[src/rtl/cache_stream_loader_pkg.sv]
// Shared types and constants for the byte-stream-to-cache loader.
package cache_stream_loader_pkg;

    // Load sequencing states
    typedef enum logic [2:0] {
        IDLE,
        COLLECT,
        ISSUE,
        SETTLE,
        DONE
    } loader_state_e;

    localparam int unsigned WORD_BYTES = 4;
    localparam int unsigned LANE_BITS  = $clog2(WORD_BYTES);

    // Cache write_enable encodings
    localparam logic [WORD_BYTES-1:0] CACHE_WE_NONE = 4'b0000;
    localparam logic [WORD_BYTES-1:0] CACHE_WE_WORD = 4'b1111;

    // One-hot byte-lane select for a lane index
    function automatic logic [WORD_BYTES-1:0] lane_onehot(input logic [LANE_BITS-1:0] lane);
        return CACHE_WE_NONE | (WORD_BYTES'(1) << lane);
    endfunction

endpackage

[src/rtl/cache_stream_loader_packer.sv]
// Byte-lane packer: accumulates bytes into a 32-bit word with a lane mask.
// The *_next outputs already include the byte inserted this cycle, so the
// caller can capture a complete word in the same cycle the last byte lands.
module cache_stream_loader_packer
    import cache_stream_loader_pkg::*;
(
    input  logic                      clk_i,
    input  logic                      rst_i,
    input  logic                      clear_i,
    input  logic                      insert_i,
    input  logic [LANE_BITS-1:0]      lane_i,
    input  logic [7:0]                byte_i,
    output logic [8*WORD_BYTES-1:0]   data_next_o,
    output logic [WORD_BYTES-1:0]     mask_next_o,
    output logic                      fills_o
);

    logic [8*WORD_BYTES-1:0] data_q, data_d;
    logic [WORD_BYTES-1:0]   mask_q, mask_d;

    // Merge the incoming byte into its lane and set the matching mask bit
    always_comb begin
        data_d = data_q;
        mask_d = mask_q;
        if (insert_i) begin
            for (int unsigned i = 0; i < WORD_BYTES; i++) begin
                if (lane_i == LANE_BITS'(i)) begin
                    data_d[8*i +: 8] = byte_i;
                end
            end
            mask_d = mask_q | lane_onehot(lane_i);
        end
    end

    // Lane storage; clear zeroes data too so unused lanes read back as 0
    always_ff @(posedge clk_i) begin
        if (rst_i || clear_i) begin
            data_q <= '0;
            mask_q <= CACHE_WE_NONE;
        end else begin
            data_q <= data_d;
            mask_q <= mask_d;
        end
    end

    assign data_next_o = data_d;
    assign mask_next_o = mask_d;
    assign fills_o     = insert_i && (lane_i == LANE_BITS'(WORD_BYTES - 1));

endmodule

[src/rtl/cache_stream_loader.sv]
// Loads a byte stream into memory through the Cache CPU-side port, packing
// bytes little-endian into byte-masked word writes and flagging completion.
module cache_stream_loader
    import cache_stream_loader_pkg::*;
#(
    parameter int unsigned ADDRESS_BITWIDTH = 32,
    parameter int unsigned LENGTH_BITWIDTH  = 16
) (
    input  logic                        clk,
    input  logic                        rst,
    input  logic                        start,
    input  logic [ADDRESS_BITWIDTH-1:0] start_address,
    input  logic [LENGTH_BITWIDTH-1:0]  length,
    input  logic [7:0]                  in_data,
    input  logic                        in_valid,
    output logic                        in_ready,
    output logic                        done,
    output logic [ADDRESS_BITWIDTH-1:0] cache_address,
    output logic [8*WORD_BYTES-1:0]     cache_data_in,
    output logic [WORD_BYTES-1:0]       cache_write_enable,
    input  logic                        cache_busy
);

    loader_state_e                 state_q;
    logic [ADDRESS_BITWIDTH-1:0]   ptr_q;
    logic [LENGTH_BITWIDTH-1:0]    remaining_q;
    logic                          in_ready_q;
    logic                          done_q;
    logic [ADDRESS_BITWIDTH-1:0]   addr_q;
    logic [8*WORD_BYTES-1:0]       data_q;
    logic [WORD_BYTES-1:0]         we_q;

    logic                          accept_d;
    logic                          last_byte_d;
    logic                          take_d;
    logic                          load_start_d;
    logic                          pack_clear_d;
    logic [8*WORD_BYTES-1:0]       pack_data_d;
    logic [WORD_BYTES-1:0]         pack_mask_d;
    logic                          pack_fills_d;
    logic [ADDRESS_BITWIDTH-1:0]   word_addr_d;

    // Handshake, request-taken and load-start qualifiers
    always_comb begin
        accept_d     = in_ready_q && in_valid;
        last_byte_d  = (remaining_q == LENGTH_BITWIDTH'(1));
        take_d       = (state_q == ISSUE) && !cache_busy;
        load_start_d = start && ((state_q == IDLE) || (state_q == DONE))
                       && (length != '0);
        pack_clear_d = take_d || load_start_d;
        word_addr_d  = {ptr_q[ADDRESS_BITWIDTH-1:LANE_BITS], LANE_BITS'(0)};
    end

    cache_stream_loader_packer u_packer (
        .clk_i       (clk),
        .rst_i       (rst),
        .clear_i     (pack_clear_d),
        .insert_i    (accept_d),
        .lane_i      (ptr_q[LANE_BITS-1:0]),
        .byte_i      (in_data),
        .data_next_o (pack_data_d),
        .mask_next_o (pack_mask_d),
        .fills_o     (pack_fills_d)
    );

    // Load sequencer with registered handshake and cache request outputs
    always_ff @(posedge clk) begin
        if (rst) begin
            state_q     <= IDLE;
            ptr_q       <= '0;
            remaining_q <= '0;
            in_ready_q  <= 1'b0;
            done_q      <= 1'b0;
            addr_q      <= '0;
            data_q      <= '0;
            we_q        <= CACHE_WE_NONE;
        end else begin
            case (state_q)
                IDLE, DONE: begin
                    if (start) begin
                        if (length == '0) begin
                            state_q <= DONE;
                            done_q  <= 1'b1;
                        end else begin
                            ptr_q       <= start_address;
                            remaining_q <= length;
                            state_q     <= COLLECT;
                            in_ready_q  <= 1'b1;
                            done_q      <= 1'b0;
                        end
                    end
                end
                COLLECT: begin
                    if (accept_d) begin
                        ptr_q       <= ptr_q + ADDRESS_BITWIDTH'(1);
                        remaining_q <= remaining_q - LENGTH_BITWIDTH'(1);
                        // All bytes of a word share the upper pointer bits, so
                        // the current pointer yields the word address.
                        if (pack_fills_d || last_byte_d) begin
                            state_q    <= ISSUE;
                            in_ready_q <= 1'b0;
                            addr_q     <= word_addr_d;
                            data_q     <= pack_data_d;
                            we_q       <= pack_mask_d;
                        end
                    end
                end
                ISSUE: begin
                    if (take_d) begin
                        we_q    <= CACHE_WE_NONE;
                        state_q <= SETTLE;
                    end
                end
                SETTLE: begin
                    if (remaining_q == '0) begin
                        state_q <= DONE;
                        done_q  <= 1'b1;
                    end else begin
                        state_q    <= COLLECT;
                        in_ready_q <= 1'b1;
                    end
                end
                default: begin
                    state_q    <= IDLE;
                    in_ready_q <= 1'b0;
                    done_q     <= 1'b0;
                    we_q       <= CACHE_WE_NONE;
                end
            endcase
        end
    end

    assign in_ready           = in_ready_q;
    assign done               = done_q;
    assign cache_address      = addr_q;
    assign cache_data_in      = data_q;
    assign cache_write_enable = we_q;

endmodule

[config.mk]
export PLATFORM = sky130hd
export DESIGN_NAME = cache_stream_loader
export DESIGN_NICKNAME = d
export VERILOG_FILES = /design/src/rtl/cache_stream_loader_pkg.sv /design/src/rtl/cache_stream_loader_packer.sv /design/src/rtl/cache_stream_loader.sv
export SDC_FILE = /design/constraint.sdc
export NUM_CORES = 1
export LEC_CHECK = 0
export ABC_CLOCK_PERIOD_IN_PS = 2700
export BUFFER_PORTS_ARGS = -buffer_cell sky130_fd_sc_hd__buf_2
export CORE_MARGIN = 1
export CORE_UTILIZATION = 50
export DETAILED_ROUTE_END_ITERATION = 8
export PLACE_DENSITY = 0.82
export SETUP_SLACK_MARGIN = 0.2
export SYNTH_ARGS = -nofsm -noshare
export SYNTH_HDL_FRONTEND = slang
export SYNTH_SLANG_ARGS = --single-unit
[constraint.sdc]
create_clock -name clk -period 2.7 [get_ports clk]
set_input_delay 0 -clock clk [delete_from_list [all_inputs] [get_ports clk]]
set_output_delay 0 -clock clk [all_outputs]
set_load 0.01 [all_outputs]
==> impl_results.md <==
- Critical path capture point type: flop
- Critical path data arrival time: 2680 ps
- Wire length per cell: 16.90 um
- DR pass1 iterations: 5
- Unrepaired setup endpoints after global routing: false
- Fmax: 0.4285 GHz
- EDFF count, synth: 0
- GRT met3 Usage: 6.415%
- Antenna violations before repair: 0
- Sequential element share of the synthesized area: 44.38%
- DPL Wire Length: 12940 um
- Global-route wire length before repair: 32830 um
- Synth Instances: 867
- Reg2reg end: ptr_q[29]
- Die H: 120.3 um
- Initial Util: 51.97%
- Unique cell type count in the Yosys netlist: 61
- Crit. Startpoint: length[0]
- FF-to-FF Start: state_q[0]
- DR vias/cell: 5.862
- Power Total: 5.724 mW
- Worst-path fanout max: 18
- Worst setup SP type: primary input
- Worst Max-Slew Pin Slew: 566.4 ps
- Status: completed
- Clk slew on worst S/H paths: 60 ps
- Pwr per Cell Area: 641.5 nW/um^2
- Critical Path Sink: remaining_q[6]
- CTS tree: yes
- Most instantiated cells after synthesis: dfxtp_1, nand2_1, nor2_1, a21oi_1, o21ai_0
- Worst Path Required: 3040 ps
- Post-Route Skew: 8.031 ps
- Hold/Removal Path Class: in -> reg
- Mapped Avg Cell Area: 8.064 um^2
- TritonCTS Buffers: 17
- Clk Latency, worst-skew pair: 430 ps
- Yosys reg bits: 155
- Synthesized cell area: 6992 um^2
- Synth Warn #: 0
- Port bufs: 128
- Nets: 1093
- Hold Violations, Final: 0
- Vias in the first global route: 6627
- R2R cell count: 5
- R2R Setup Slk: 370 ps
- Grt ovf: 0
- Synth Area in Simple Gates: 22.83%
- Leading area contributor after synthesis: dfxtp_1
- Core area: 13450 um^2
- Starting DRC count in detailed routing: 937
- Fin crit period: 2334 ps
- Largest cells by area after synthesis: dfxtp_1, nand2_1, nor2_1
- DR vias: 7116
- Most frequent cell after synthesis: dfxtp_1
- Critical path type: in -> reg
- Die area: 14460 um^2
- # DRC: 0
- Leak pwr: 3.711 nW
- Clock Tree Buf Depth: 2
- Layout cells sized above 1: 18.88%
- # setup viols final: 0
- # Post-CTS Setup Buffers: 0
- Max-slew violations: 0
- Row count: 42
- Largest family of logic cells by synthesized area: simple AND/OR/NAND/NOR gates
- Routing usage on met1: 36.65%
- Placer Congestion: 0.8916
- Met2 Resource Use GR: 45.80%
- Die W: 120.3 um
- Tot GR Track Use: 28.83%
- Ys async rst share: 0%
- Post-Synth Adder-Cell Area: 1.253%
- Slew headroom: 62.24%
- Routed WL: 20520 um
- Largest net degree at the start of global routing: 48
- Antenna-violating nets left: 0
- Final hold slack: 8.333 ps
- Synth Flop Type: dfxtp_1
- Mux contribution to synthesized area: 5.297%
- Area share of the largest cell type after synthesis: 44.38%
- I/O pins: 131
- Clock Sinks: 155
- H-tree depth: 4
- Max Cap Viol: 0
- VDD IR max: 0.4043 mV
- Post-route clock period utilization: 86.44%
- Compound-gate portion of the synthesized area: 21.56%
- Area grow syn2layout: 27.61%
- Top Usage Layer GRT: met2
- Clock root buffer: clkbuf_16
- Antenna Cells: 0
- XOR/XNOR Fraction of Synth Area: 0%
- Setup TNS: 0 ps
==> power by group <==
| group | total [mW] | switching (mW) | leakage [nW] | internal (mW) |
|---|---|---|---|---|
| Sequential | 2.49 | 0.114 | 1.26 | 2.37 |
| Combinational | 0.887 | 0.527 | 2.17 | 0.360 |
| Clock | 2.35 | 1.01 | 0.289 | 1.34 |
==> through the flow <==
step | std cells | setup WS [ps] | instance area (um^2) | utilization, %
5_1_grt | 1214 | 225.4 | 8922 | 66.32
3_5_place_dp | 1128 | 391.6 | 7795 | 57.94
3_3_place_gp | 1128 | 500.1 | 7795 | 57.94
6_report | 1214 | 366.2 | 8922 | 66.32
2_1_floorplan | 868 | 746.6 | 6995 | -
4_1_cts | 1214 | 377.8 | 8920 | 66.30
==> cell families (layout without fill, tap and decap cells) <==
group	after synthesis	after routing
fa+ha+maj	7	7
flops	155	155
compound gates	239	239
simple gates	356	356
buf+inv	72	242
mux	37	37
other cells	1	2
==> layout make-up <==
| type | count | area (um^2) |
|---|---|---|
| flip-flops and latches | 155 | 3103 |
| multi-input cells | 641 | 3601 |
| repair buffers | 202 | 1384 |
| clock buffers | 19 | 452.9 |
| inverters | 8 | 30.03 |
| well taps | 176 | 220.2 |
| clock inverters | 13 | 131.4 |
| fillers | 1083 | 4531 |
==> layout by cell type (no fill, tap or decap), types with 3 or more instances in the layout <==
cell type	instances
a211oi_1	37
a21o_1	5
a21oi_1	87
a22oi_1	9
a31oi_1	9
a32o_1	4
and3_1	8
and4_1	6
buf_12	4
buf_2	127
buf_4	17
clkbuf_16	17
clkinv_4	3
dfxtp_1	155
dlygate4sd3_1	54
ha_1	6
inv_1	7
inv_6	4
mux2i_1	37
nand2_1	143
nand3_1	20
nand4_1	11
nor2_1	128
nor3_1	11
nor3b_1	3
nor4_1	6
o21a_1	3
o21ai_0	47
o31ai_1	11
o41ai_1	6
==> per-layer routing <==
metal	vias to the layer above	wire length [um]
li1	3393	-
met1	3272	8660
met2	364	9634
met3	87	1443
met4	0	783
met5	-	0
==> critical path: stages <==
cell	delay, ps
dlygate4sd3_1	550
buf_2	150
nor4_1	450
and4_1	480
o21a_1	380
buf_4	310
o21ai_0	160
a21oi_1	190
==> how the worst min path moves through the flow <==
stage	startpoint	endpoint	slack, ps	depth (start not counted)
6_report	start_address[10]	ptr_q[10]	8	5
5_1_grt	start_address[19]	ptr_q[19]	70	4
4_1_cts	start_address[10]	ptr_q[10]	5	5
3_5_place_dp	length[8]	remaining_q[8]	280	3
3_3_place_gp	length[8]	remaining_q[8]	280	3
2_1_floorplan	length[8]	remaining_q[8]	150	2
==> registers in the layout, summed over array words and instances (netlist names) <==
register            count
remaining_q            16
state_q                 3
u_packer.data_q        32
done                    1
cache_data_in          32
ptr_q                  32
u_packer.mask_q         4
cache_write_enable      4
cache_address          30
in_ready                1
==> repair_timing <==
item / 4_1_cts / 5_1_grt
hold endpoints to repair: 85 / 0
gates resized for setup: 0 / 1
setup endpoints to repair: 0 / 2
hold buffers: 54 / 0
(Power assumes the default switching activity.)
